[config.mk]
export PLATFORM = sky130hd
export DESIGN_NAME = int_ctrl
export DESIGN_NICKNAME = d
export VERILOG_FILES = /design/src/rtl/int_ctrl.sv
export SDC_FILE = /design/constraint.sdc
export NUM_CORES = 1
export LEC_CHECK = 0
export BUFFER_PORTS_ARGS = -buffer_cell sky130_fd_sc_hd__buf_2
export CAP_MARGIN = 20
export CORE_MARGIN = 10
export CORE_UTILIZATION = 44
export DETAILED_ROUTE_END_ITERATION = 12
export PLACE_DENSITY_LB_ADDON = 0.12
export SLEW_MARGIN = 40
export SYNTH_ARGS = -nofsm -noshare
export SYNTH_HDL_FRONTEND = slang
export SYNTH_SLANG_ARGS = --single-unit
[constraint.sdc]
create_clock -name clk -period 1.1 [get_ports clk]
set_clock_uncertainty 0.05 [all_clocks]
set_input_delay 0.165 -clock clk [delete_from_list [all_inputs] [get_ports clk]]
set_output_delay 0.165 -clock clk [all_outputs]
set_load 0.005 [all_outputs]
[src/rtl/int_ctrl.sv]
// Memory-mapped interrupt controller: per-source level/edge latching, mask, and
// optional claim/complete fixed-priority nesting enabled by the INTC_PRIORITY_EN macro.
module int_ctrl #(
  parameter int NSRC = 6
) (
  input  logic            clk,
  input  logic            reset,
  input  logic [NSRC-1:0] irq_in,
  input  logic            sel,
  input  logic [1:0]      addr,
  input  logic            we,
  input  logic [31:0]     wdata,
  output logic [31:0]     rdata,
  output logic [NSRC-1:0] HWInt
);

  localparam logic [2:0] NSRC_ID = 3'(NSRC);

  logic [NSRC-1:0] r_mask;
  logic [NSRC-1:0] r_mode;
  logic [NSRC-1:0] r_pend;
  logic [NSRC-1:0] r_irq_d;
  logic [NSRC-1:0] r_isr;

  logic            w_wr;
  logic            w_wr_mask;
  logic            w_wr_mode;
  logic            w_wr_pend;
  logic            w_wr_claim;
  logic [2:0]      w_id;
  logic [NSRC-1:0] w_id_oh;
  logic [NSRC-1:0] w_rise;
  logic [NSRC-1:0] w_clr;
  logic [NSRC-1:0] w_pend_nxt;
  logic [NSRC-1:0] w_act;
  logic [NSRC-1:0] w_blk;
  logic [2:0]      w_low;
  logic            w_unused;

  assign w_wr       = sel & we;
  assign w_wr_mask  = w_wr && (addr == 2'd0);
  assign w_wr_mode  = w_wr && (addr == 2'd1);
  assign w_wr_pend  = w_wr && (addr == 2'd2);
  assign w_wr_claim = w_wr && (addr == 2'd3);
  assign w_id       = wdata[2:0];
  assign w_id_oh    = (w_id < NSRC_ID) ? ({{(NSRC-1){1'b0}}, 1'b1} << w_id) : '0;
  assign w_rise     = irq_in & ~r_irq_d;
  assign w_act      = r_pend & r_mask;
  assign w_unused   = &{1'b0, wdata[31:NSRC]};

  // Edge-mode clear sources: W1C on PEND, and a claim of an edge source.
`ifdef INTC_PRIORITY_EN
  assign w_clr = ((w_wr_pend ? wdata[NSRC-1:0] : '0)
               | ((w_wr_claim && wdata[31]) ? w_id_oh : '0)) & r_mode;
`else
  assign w_clr = (w_wr_pend ? wdata[NSRC-1:0] : '0) & r_mode;
`endif

  // Behaviour at a MODE-write edge follows the old mode; level->edge restarts at 0 unless an edge arrives.
  always_comb begin
    w_pend_nxt = r_pend;
    for (int i = 0; i < NSRC; i++) begin
      if (!r_mode[i]) begin
        w_pend_nxt[i] = (w_wr_mode && wdata[i]) ? w_rise[i] : irq_in[i];
      end else begin
        w_pend_nxt[i] = w_rise[i] | (r_pend[i] & ~w_clr[i]);
      end
    end
  end

  always_comb begin
    w_low = 3'd0;
    for (int i = NSRC - 1; i >= 0; i--) begin
      if (w_act[i]) w_low = 3'(i);
    end
  end

  always_comb begin
    logic v_acc;
    v_acc = 1'b0;
    w_blk = '0;
    for (int i = 0; i < NSRC; i++) begin
      v_acc    = v_acc | r_isr[i];
      w_blk[i] = v_acc;
    end
  end

  always_ff @(posedge clk or negedge reset) begin
    if (!reset) begin
      r_mask  <= '0;
      r_mode  <= '0;
      r_pend  <= '0;
      r_irq_d <= '0;
    end else begin
      r_irq_d <= irq_in;
      r_pend  <= w_pend_nxt;
      if (w_wr_mask) r_mask <= wdata[NSRC-1:0];
      if (w_wr_mode) r_mode <= wdata[NSRC-1:0];
    end
  end

`ifdef INTC_PRIORITY_EN
  always_ff @(posedge clk or negedge reset) begin
    if (!reset) begin
      r_isr <= '0;
    end else if (w_wr_claim) begin
      r_isr <= wdata[31] ? (r_isr | w_id_oh) : (r_isr & ~w_id_oh);
    end
  end

  assign HWInt = w_act & ~w_blk;
`else
  assign r_isr = '0;
  assign HWInt = w_act & ~w_blk;
`endif

  always_comb begin
    rdata = 32'd0;
    if (sel) begin
      case (addr)
        2'd0: rdata = 32'(r_mask);
        2'd1: rdata = 32'(r_mode);
        2'd2: rdata = 32'(r_pend);
`ifdef INTC_PRIORITY_EN
        2'd3: rdata = {|w_act, 28'd0, w_low};
`else
        2'd3: rdata = 32'd0;
`endif
        default: rdata = 32'd0;
      endcase
    end
  end

endmodule

# == Word-level counts from Yosys, hierarchy flattened ==
# Index checks and enable logic that the tools add are counted.
# totals
input_bits,44
register_bits,24
word_cells,55
# classes
n_reduce_logical,10
mux,15
eq_ne,3
n_bitwise,23
# ops
cell,n
32-bit one-hot mux with 4 select lines,1
32-bit 2-to-1 mux,1
6-bit AND,3
1-bit 2-to-1 mux,12
1-bit logical AND,9
1-bit AND,7
6-bit 2-to-1 mux,1
1-bit inverter,6
6-bit inverter,1
1-bit bitwise OR,6
"2-bit == test, second input constant",2
"2-bit by 1-bit == test with 1-bit output, second input constant",1
2-bit logical NOT,1

# == Logic depth before layout (Yosys ltp) ==
# depth
depth_word,8
depth_mapped,5
depth_no_buf,3

# == Worst setup path after synthesis ==
# No wires, ideal clock.
# synth_timing
path_type,in2reg
start,in addr[0]
end,reg r_pend[0]
path_buffers,2
slack_ps,-121
required_time_ps,919
stages,5
arrival_time_ps,1039
cell_sequence,buf_6 -> and4b_1 -> buf_2 -> nor2_1 -> or3_1
# synth_between
elab_chain_cells,8
word_cells_on_any_way,12
classes_between,eq/ne: 2; mux: 3; bitwise: 4; reduce/logical: 3
# synth_lines
element,line_no,source
"start, declared",10,"input logic [1:0] addr,"
2-bit == test,43,assign w_wr_pend = w_wr && (addr == 2'd2);
1-bit logical AND,43,
6-bit 2-to-1 mux,56,assign w_clr = (w_wr_pend ? wdata[NSRC-1:0] : '0) & r_mode;
6-bit AND,56,
1-bit inverter,66,w_pend_nxt[i] = w_rise[i] | (r_pend[i] & ~w_clr[i]);
1-bit AND,66,
1-bit bitwise OR,66,
1-bit 2-to-1 mux (*),63,if (!r_mode[i]) begin
named net w_pend_nxt[0],34,logic [NSRC-1:0] w_pend_nxt;
"end signal, assigned",96,r_pend <= w_pend_nxt;
"end, declared",21,logic [NSRC-1:0] r_pend;
# The timed path passes the listed nets; every way through them passes the cells marked *.
# A chain may end at the register's enable or synchronous reset.

# == Worst setup path after layout ==
# layout_timing
start,reg r_mode[0]
end,out rdata[0]
# layout_between
elab_chain_cells,2
# layout_lines
element,line_no,source
"start, declared",20,logic [NSRC-1:0] r_mode;
"start signal, assigned",98,if (w_wr_mode) r_mode <= wdata[NSRC-1:0];
32-bit one-hot mux with 4 select lines,120,case (addr)
32-bit 2-to-1 mux,119,if (sel) begin
"end, declared",13,"output logic [31:0] rdata,"
# Every way passes these cells. The select of a mux whose other input is x is not followed.

==> results.toml <==
[run_status]
status = "finished with violations"
violations = "setup timing"

[pwr]
p_per_area_nw_per_um2 = 1281
max-vdd-ir-drop_mv = 0.6615
leakagePower_nw = 1.033

[clock_tree]
cts_tree = "done"
clkTransAtPathRegs_ps = 130
clockBufferDepth = 2
cts-root-buf = "clkbuf_4"
cts_made_buffers = 3
clkSinkCount = 24
htree_levels = 1
insertion_delay_ps = 310

[setup_path]
crit_required_ps = 880
crit_path_start_kind = "flop"
crit_type = "flop to output pin"
critPathTopFamily = "flip-flops"
path_cells = "mux2i_1 -> o2bb2ai_1 -> and2_4 -> buf_6"
path_buf_inv = 1
end_kind = "output pin"
crit_path_max_incr_delay_ps = 420
crit_arrival_ps = 1210
critical_path.max_fanout = 2
crit_slowest_cell = "dfrtp_1"

[logic_synthesis]
yosys_warnings = 0
yosysUniqueCellTypes = 20
ys_seq_elements = 24
synth_top_area_share_pct = 42.11
synth_area_leaders = "dfrtp_1, buf_4, nand2_1"
ys_seq_area_share_pct = 42.11
synth_area_um2 = 1426
synth_cells = 145
yosysTopAreaCell = "dfrtp_1"
synth_area_per_cell_um2 = 9.837

[grt]
grt_overflow = 0
grt_max_degree = 25
grtUsageTotal_pct = 12.47
antenna_found_initial = 0
grt_pass1_wl_mm = 6.141
grt_pass1_vias = 1343

[placement]
dpl_worst_slack_ps = -268.3
numPortBuffers = 29
hpwl_mm = 2.766
gp_congestion = 0.7639

[sta]
setup_viol = 18
rsz0062_at_grt = "yes"
fin_crit_sh_pct = 129.7
hold_viol = 0
fmax_mhz = 700.8
finalCriticalPeriod_ps = 1427
fin_ws_ps = -327.0
tns_ps = -3634
timing.hold.ws_ps = 17.51
drv_slew = 0
worst_pin_slew_ps = 561.5
relSlewSlack_pct = 62.57

[die]
rows = 20
dieArea_um2 = 5919
initial_utilization_pct = 46.34
die_y_um = 76.94
die_w_um = 76.94
pin_count = 82
core_area_um2 = 3078

[layout]
multi_input_area_um2 = 799.5
fillCellCount = 258
syn_to_final_growth_pct = 42.89
antennaDiodeCount = 0
drive_above_1_share_pct = 47.37
seqCellArea_um2 = 600.6
fin_nets = 255

[drt]
drtPass1Iterations = 4
wl_per_cell_um = 14.99
wl_mm = 3.793
vias = 1177
vias_per_cell = 4.652
route.detailed.drc = 0
drtAntennaViolNets = 0
drt_iter0_drc = 57

[job]
maxCapViolations = 0

[hold_path]
worst_hold_path_type = "primary input to flop"
==> per-stage QoR <==
step | power, mW | util, % | instances | area [µm²]
after global placement | 1.785 | 53.78 | 233 | 1655
after detailed placement | 1.813 | 53.78 | 233 | 1655
after floorplan | 1.568 | - | 170 | 1548
after CTS | 2.508 | 63.54 | 251 | 1956
after global routing | 2.778 | 66.22 | 253 | 2038
final | 2.611 | 66.22 | 253 | 2038
==> final timing paths <==
check | start | to | slack (ps) | cells past startpoint
setup reg to reg | r_mode[1]$_DFFE_PN0N_ | r_pend[1]$_DFF_PN0_ | -200 | 5
hold / removal | wdata[4] | r_mode[4]$_DFFE_PN0N_ | 20 | 3
max in group asynchronous | reset | r_mask[1]$_DFFE_PN0P_ | 310 | 2
hold reg to reg | r_mode[2]$_DFFE_PN0N_ | r_mode[2]$_DFFE_PN0N_ | 570 | 3
min in group asynchronous | reset | r_pend[5]$_DFF_PN0_ | 320 | 2
setup / recovery | r_mode[0]$_DFFE_PN0N_ | rdata[0] | -330 | 4
==> sequential cells by signal (all words and copies together) (netlist names) <==
register / count
r_pend: 6
r_mask: 6
r_mode: 6
r_irq_d: 6
==> area by class of cell <==
cell class / instances / share of cell area (%)
clock buffers: 3 / 1.105
multi-input cells: 116 / 39.23
flip-flops and latches: 24 / 29.47
well taps: 44 / 2.701
repair buffers: 66 / 27.50
==> timing repair <==
action | 4_1_cts | 5_1_grt
endpoints found under the hold margin | 30 | 0
gates cloned | 0 | 0
pin swaps | 18 | 6
endpoints found under the setup margin | 18 | 18
hold buffers | 7 | 0
resized for setup | 37 | 17
setup buffers | 8 | 3
==> report_power, final <==
group / leakage [nW] / switching (mW) / internal, mW
Clock: 0.0138 / 0.264 / 0.128
Combinational: 0.737 / 0.390 / 0.686
Sequential: 0.283 / 0.122 / 1.02
==> routing by layer <==
metal / global-route usage (%) / routed length, µm
met1: 14.23 / 1668
met2: 20.83 / 1818
met3: 4.312 / 258
met4: 4.833 / 47
met5: 0 / 0
==> Yosys cell counts <==
cell type and number:
mux2i_1 6, buf_6 2, and4b_4 1, nor2_1 6, nor3_4 1, and4b_1 1
dfrtp_1 24, or3_1 6, conb_1 1, buf_4 27, and2_1 6, nand4b_1 1
nand2_1 25, a21oi_1 12, buf_2 1, mux2_2 6, a21bo_2 6, o2bb2ai_1 6
and2_2 6, nor2b_1 1
==> layout by cell type, fill, tap and decap left out, types with 2 or more instances in the layout <==
cell type,count
and2_4,12
buf_4,18
clkbuf_4,3
mux2_4,4
dfrtp_1,24
a21oi_2,3
buf_6,24
or3_1,6
a21oi_1,9
a21bo_4,5
nand2_1,19
dlygate4sd3_1,7
mux2_2,2
conb_1,26
nand2_4,2
o2bb2ai_1,6
nor2_1,5
nand2_2,4
buf_2,17
mux2i_1,6
==> tightest hold or removal path, cell delays in order <==
cell and delay [ps]:
buf_2 100, nand2_1 50, nand2_1 50
==> cell families (layout without fill, tap and decap cells) <==
group                  Yosys count  count (layout)  share of synthesized area (%)
AO/OA/AOI/OAI                   24              24                          12.11
buffers and inverters           30              69                          16.14
flip-flops                      24              24                          42.11
multiplexers                    12              12                          8.947
other                            1              26                         0.2629
AND/OR/NAND/NOR                 54              54                          20.44
(Power assumes the default switching activity.)
